--- src/rtl/alarm_controller.sv ---
// alarm_controller
//   Alarm-time register and ringing state machine for the MM:SS alarm clock.
//   It compares the running time from the seconds/minutes counters with a
//   user-set alarm time and drives the song player's play request. It also
//   handles arm/disarm, alarm-time editing, snooze and ring auto-timeout.
//
// Ports
//   Clock, reset            system clock; synchronous active-high reset
//   tick_1hz                one-cycle pulse per second
//   cur_sec, cur_min        running time, binary 0..59
//   set_mode                level; high = edit alarm time
//   inc_sec, inc_min        single-cycle pulses; +1 alarm sec/min while in SET
//   arm, snooze, dismiss    single-cycle user pulses
//   alarm_sec, alarm_min    stored alarm time
//   play_sound              high while ringing
//   armed                   high in ARMED, RINGING or SNOOZE
//   disp_alarm              high in SET (display shows the alarm time)
//   state_o                 IDLE=0, ARMED=1, RINGING=2, SNOOZE=3, SET=4
module alarm_controller #(
    parameter int RING_SECS   = 60,
    parameter int SNOOZE_SECS = 300,
    parameter int CNT_W       = 10
) (
    input  logic       Clock,
    input  logic       reset,
    input  logic       tick_1hz,
    input  logic [5:0] cur_sec,
    input  logic [5:0] cur_min,
    input  logic       set_mode,
    input  logic       inc_sec,
    input  logic       inc_min,
    input  logic       arm,
    input  logic       snooze,
    input  logic       dismiss,
    output logic [5:0] alarm_sec,
    output logic [5:0] alarm_min,
    output logic       play_sound,
    output logic       armed,
    output logic       disp_alarm,
    output logic [2:0] state_o
);

    typedef enum logic [2:0] {
        S_IDLE    = 3'd0,
        S_ARMED   = 3'd1,
        S_RINGING = 3'd2,
        S_SNOOZE  = 3'd3,
        S_SET     = 3'd4
    } state_t;

    localparam logic [CNT_W-1:0] RING_LAST   = CNT_W'(RING_SECS - 1);
    localparam logic [CNT_W-1:0] SNOOZE_LAST = CNT_W'(SNOOZE_SECS - 1);

    state_t           r_state, w_next_state;
    logic [CNT_W-1:0] r_sec_cnt, w_next_cnt;
    logic [5:0]       r_alarm_sec, r_alarm_min, w_next_asec, w_next_amin;
    logic             r_match_q, r_play, r_armed, r_disp;
    logic             w_match, w_trigger;

    // Edge-detect the match so a ring fires only when the time first reaches
    // the alarm; arming while already matching waits for the next hour.
    assign w_match   = (cur_min == r_alarm_min) && (cur_sec == r_alarm_sec);
    assign w_trigger = w_match && !r_match_q;

    always_comb begin
        w_next_state = r_state;
        w_next_cnt   = r_sec_cnt;
        w_next_asec  = r_alarm_sec;
        w_next_amin  = r_alarm_min;

        // Edits apply whenever we are in SET; seconds never carry into minutes.
        if (r_state == S_SET) begin
            if (inc_sec) w_next_asec = (r_alarm_sec == 6'd59) ? 6'd0 : r_alarm_sec + 6'd1;
            if (inc_min) w_next_amin = (r_alarm_min == 6'd59) ? 6'd0 : r_alarm_min + 6'd1;
        end

        if (set_mode) begin
            w_next_state = S_SET;
            w_next_cnt   = '0;
        end else begin
            unique case (r_state)
                S_SET:  w_next_state = S_IDLE;
                S_IDLE: if (arm) w_next_state = S_ARMED;
                S_ARMED: begin
                    if (arm) begin
                        w_next_state = S_IDLE;
                    end else if (w_trigger) begin
                        w_next_state = S_RINGING;
                        w_next_cnt   = '0;
                    end
                end
                S_RINGING: begin
                    // Buttons win over a coincident tick; the tick is dropped.
                    if (dismiss) begin
                        w_next_state = S_ARMED;
                        w_next_cnt   = '0;
                    end else if (snooze) begin
                        w_next_state = S_SNOOZE;
                        w_next_cnt   = '0;
                    end else if (tick_1hz) begin
                        if (r_sec_cnt == RING_LAST) begin
                            w_next_state = S_ARMED;
                            w_next_cnt   = '0;
                        end else begin
                            w_next_cnt = r_sec_cnt + 1'b1;
                        end
                    end
                end
                S_SNOOZE: begin
                    if (dismiss) begin
                        w_next_state = S_ARMED;
                        w_next_cnt   = '0;
                    end else if (tick_1hz) begin
                        if (r_sec_cnt == SNOOZE_LAST) begin
                            w_next_state = S_RINGING;
                            w_next_cnt   = '0;
                        end else begin
                            w_next_cnt = r_sec_cnt + 1'b1;
                        end
                    end
                end
                default: w_next_state = S_IDLE;
            endcase
        end
    end

    always_ff @(posedge Clock) begin
        if (reset) begin
            r_state     <= S_IDLE;
            r_sec_cnt   <= '0;
            r_alarm_sec <= '0;
            r_alarm_min <= '0;
            r_match_q   <= 1'b0;
            r_play      <= 1'b0;
            r_armed     <= 1'b0;
            r_disp      <= 1'b0;
        end else begin
            r_state     <= w_next_state;
            r_sec_cnt   <= w_next_cnt;
            r_alarm_sec <= w_next_asec;
            r_alarm_min <= w_next_amin;
            r_match_q   <= w_match;
            // Outputs are registered decodes of the next state so they line up
            // with state_o without a combinational path to the pins.
            r_play      <= (w_next_state == S_RINGING);
            r_armed     <= (w_next_state == S_ARMED) || (w_next_state == S_RINGING) ||
                           (w_next_state == S_SNOOZE);
            r_disp      <= (w_next_state == S_SET);
        end
    end

    assign alarm_sec  = r_alarm_sec;
    assign alarm_min  = r_alarm_min;
    assign play_sound = r_play;
    assign armed      = r_armed;
    assign disp_alarm = r_disp;
    assign state_o    = r_state;

endmodule

--- config.mk ---
export PLATFORM = sky130hd
export DESIGN_NAME = alarm_controller
export DESIGN_NICKNAME = d
export VERILOG_FILES = /design/src/rtl/alarm_controller.sv
export SDC_FILE = /design/constraint.sdc
export NUM_CORES = 1
export LEC_CHECK = 0
export BUFFER_PORTS_ARGS = -buffer_cell sky130_fd_sc_hd__buf_2
export CORE_MARGIN = 4
export CORE_UTILIZATION = 39
export DETAILED_ROUTE_END_ITERATION = 8
export PLACE_DENSITY = 0.66
export SYNTH_ARGS = -nofsm -noshare
export SYNTH_HDL_FRONTEND = slang
export SYNTH_SLANG_ARGS = --single-unit
--- constraint.sdc ---
create_clock -name Clock -period 2.95 [get_ports Clock]
set_input_delay 0.885 -clock Clock [delete_from_list [all_inputs] [get_ports Clock]]
set_output_delay 0.885 -clock Clock [all_outputs]
set_load 0.01 [all_outputs]
==> metrics <==
clk sink count=29; detailed-route DRC error count=0; RSZ-0062 raised after global routing=false; P_leak=0.7452 nW; Post-Syn Nets=223; initial DRC count=98; WL final=3966 um; core area=4029 um2; hpwl dp=2908 um; post-synth top area share=0.3534; grt total ovfl=0; CP peak stage delay=0.46 ns; Req. time, crit path=3.16 ns; post-CTS setup buffer count=0; Async S/R FF share, synth=0; VDD IR max=0.2090 mV; Clock Tree Buf Depth=2; Setup-failing EPs final=0; DR WL/cell=13.72 um; pwr/cell area=402.0 nW/um2; Antenna diodes=0; Starting Density=0.4078; most common cell after layout, fill and taps aside=buf_2; I/O pins=39; clk_lat worst skew=0.28 ns; DR vias/cell=5.408; fill cell count=403; Tmin final=2.244 ns; Reg-to-Reg End=r_sec_cnt[0]$_SDFFE_PP0P_; commonest non-fill, non-tap cells in the layout=buf_2, dfxtp_1, nor2_1; Avg Inst Size Synth=8.255 um2; post-route ant nets=0; Storage cell area=580.6 um2; sequential share of the synthesized area=0.3534; die area=5314 um2; largest net degree at the start of global routing=15; antenna violations before repair=0; vias=1563; row cnt=23; Synth Instances=199; Crit. End Element=flip-flop; CTS Hold Bufs=0; worst path arrival time=2.46 ns; Post-synth EDFFs=0; first-pass GRT wire length=6775 um; depth of the worst register-to-register path=5; R2R Setup Slk=0.90 ns; status=complete, no violations; Final period util=0.7607; Slew HR=0.5666; Final Max Slew Viols=0; Final Hold Fails=0; fin area=1977 um2; fmax=445.6 MHz; crit start category=input pin; area of the multi-input gates=1012 um2; vias in the first global route=1479; post-synthesis cell area=1643 um2; slowest cell on the critical path=or4b_1; DR pass1 iterations=4; area leader, netlist=dfxtp_1; YS warnings=0; Setup CP Type=in -> reg; Nets=263; H-tree depth=2; Max-Cap Viols=0; PostCTS Resize Cnt=0; GPL Wtd Cong=0.7846; root cell of the clock tree=clkbuf_8; CTS tree=yes; layout cells sized above 1=0.2218; placed cell area=1891 um2; crit path from=snooze; die height=72.90 um; library cells used by synthesis=43; count of state elements after synthesis=29; Die X=72.90 um; CP dominant cell by count=or4b_1; setup_tns=0 ns; worst-path cell chain=buf_2 -> or4b_1 -> a22o_1 -> a21oi_2 -> or4b_1 -> a21oi_1; worst r2r src=state_o[2]$_SDFF_PP0_; skew final=0.004584 ns; largest cells by area after synthesis=dfxtp_1, xnor2_1, nor2_1; most common flop cell mapped by yosys=dfxtp_1; pin slew with the least headroom to its limit=0.6477 ns; min-delay worst type=reg -> reg; Clk pin slew, worst setup/hold paths=0.06 ns; CTS buffer count=5; CP endpoint=r_sec_cnt[0]$_SDFFE_PP0P_; port bufs=38; Layout area overhead=20.34%; crit-path max FO=3; GRT Total Usage=0.1605
[state kept, by name (all words and copies together), names as in the netlist]
| signal | flops |
|---|---|
| r_sec_cnt | 10 |
| play_sound | 1 |
| state_o | 3 |
| alarm_sec | 6 |
| r_match_q | 1 |
| disp_alarm | 1 |
| alarm_min | 6 |
| armed | 1 |
[routing by layer]
layer	track usage	share of wire
met1	0.2326	0.51
met2	0.2275	0.42
met3	0.03994	0.056
met4	0.05943	0.014
met5	0	0
[report_power, final]
part,switching [mW],total (mW),internal [mW]
Sequential,0.00762,0.404,0.396
Clock,0.144,0.329,0.185
Combinational,0.0315,0.0621,0.0306
[cell families (layout without fill, tap and decap cells)]
| group | after synthesis | in the layout | share of synthesized area |
|---|---|---|---|
| buf+inv | 13 | 53 | 0.03046 |
| xor+xnor | 21 | 21 | 0.1120 |
| flops | 29 | 29 | 0.3534 |
| fa+ha+maj | 3 | 3 | 0.02285 |
| simple gates | 92 | 92 | 0.3092 |
| compound gates | 39 | 39 | 0.1599 |
| mux | 2 | 2 | 0.01219 |
[cells in the mapped netlist, drive strengths merged (4+ instances only)]
master  count
dfxtp      29
nor2       26
nand2      16
xnor2      16
nand4      14
a21oi       9
o21ai       8
clkbuf      7
a211oi      6
nor2b       6
o31ai       5
xor2        5
inv         4
nor3        4
[final cells by class]
class,instances,area share
multi-input combinational,157,0.5120
sequential,29,0.2937
timing repair buffer,42,0.1114
clock buffer,7,0.04367
tap,50,0.03165
inverter,4,0.007595
[metrics by stage]
stage / total power [mW] / util / hold WS [ns] / setup WS (ns) / instances
after floorplan: 0.4465 / - / 0.4468 / 0.5422 / 199
after global placement: 0.4748 / 0.4693 / 0.4821 / 0.4622 / 282
after detailed placement: 0.4748 / 0.4693 / 0.4827 / 0.4522 / 282
after CTS: 0.8089 / 0.4907 / 0.4932 / 0.7286 / 289
after global routing: 0.8290 / 0.4907 / 0.5241 / 0.6358 / 289
final: 0.7948 / 0.4907 / 0.5017 / 0.7060 / 289
[critical path: cells and delay by family]
family	cells	cell delay, ns
compound gates	3	0.54
buf+inv	1	0.11
simple gates	2	0.91
[worst min path at each step]
stage               slack, ns  cells past startpoint                        end                      start
finish                   0.50                      2  r_sec_cnt[9]$_SDFFE_PP0P_  r_sec_cnt[9]$_SDFFE_PP0P_
global placement         0.48                      2  r_sec_cnt[9]$_SDFFE_PP0P_  r_sec_cnt[9]$_SDFFE_PP0P_
detailed placement       0.48                      2  r_sec_cnt[9]$_SDFFE_PP0P_  r_sec_cnt[9]$_SDFFE_PP0P_
global route             0.52                      2  r_sec_cnt[9]$_SDFFE_PP0P_  r_sec_cnt[9]$_SDFFE_PP0P_
floorplan                0.45                      2  r_sec_cnt[9]$_SDFFE_PP0P_  r_sec_cnt[9]$_SDFFE_PP0P_
CTS                      0.49                      2  r_sec_cnt[9]$_SDFFE_PP0P_  r_sec_cnt[9]$_SDFFE_PP0P_
(Power assumes the default switching activity.)
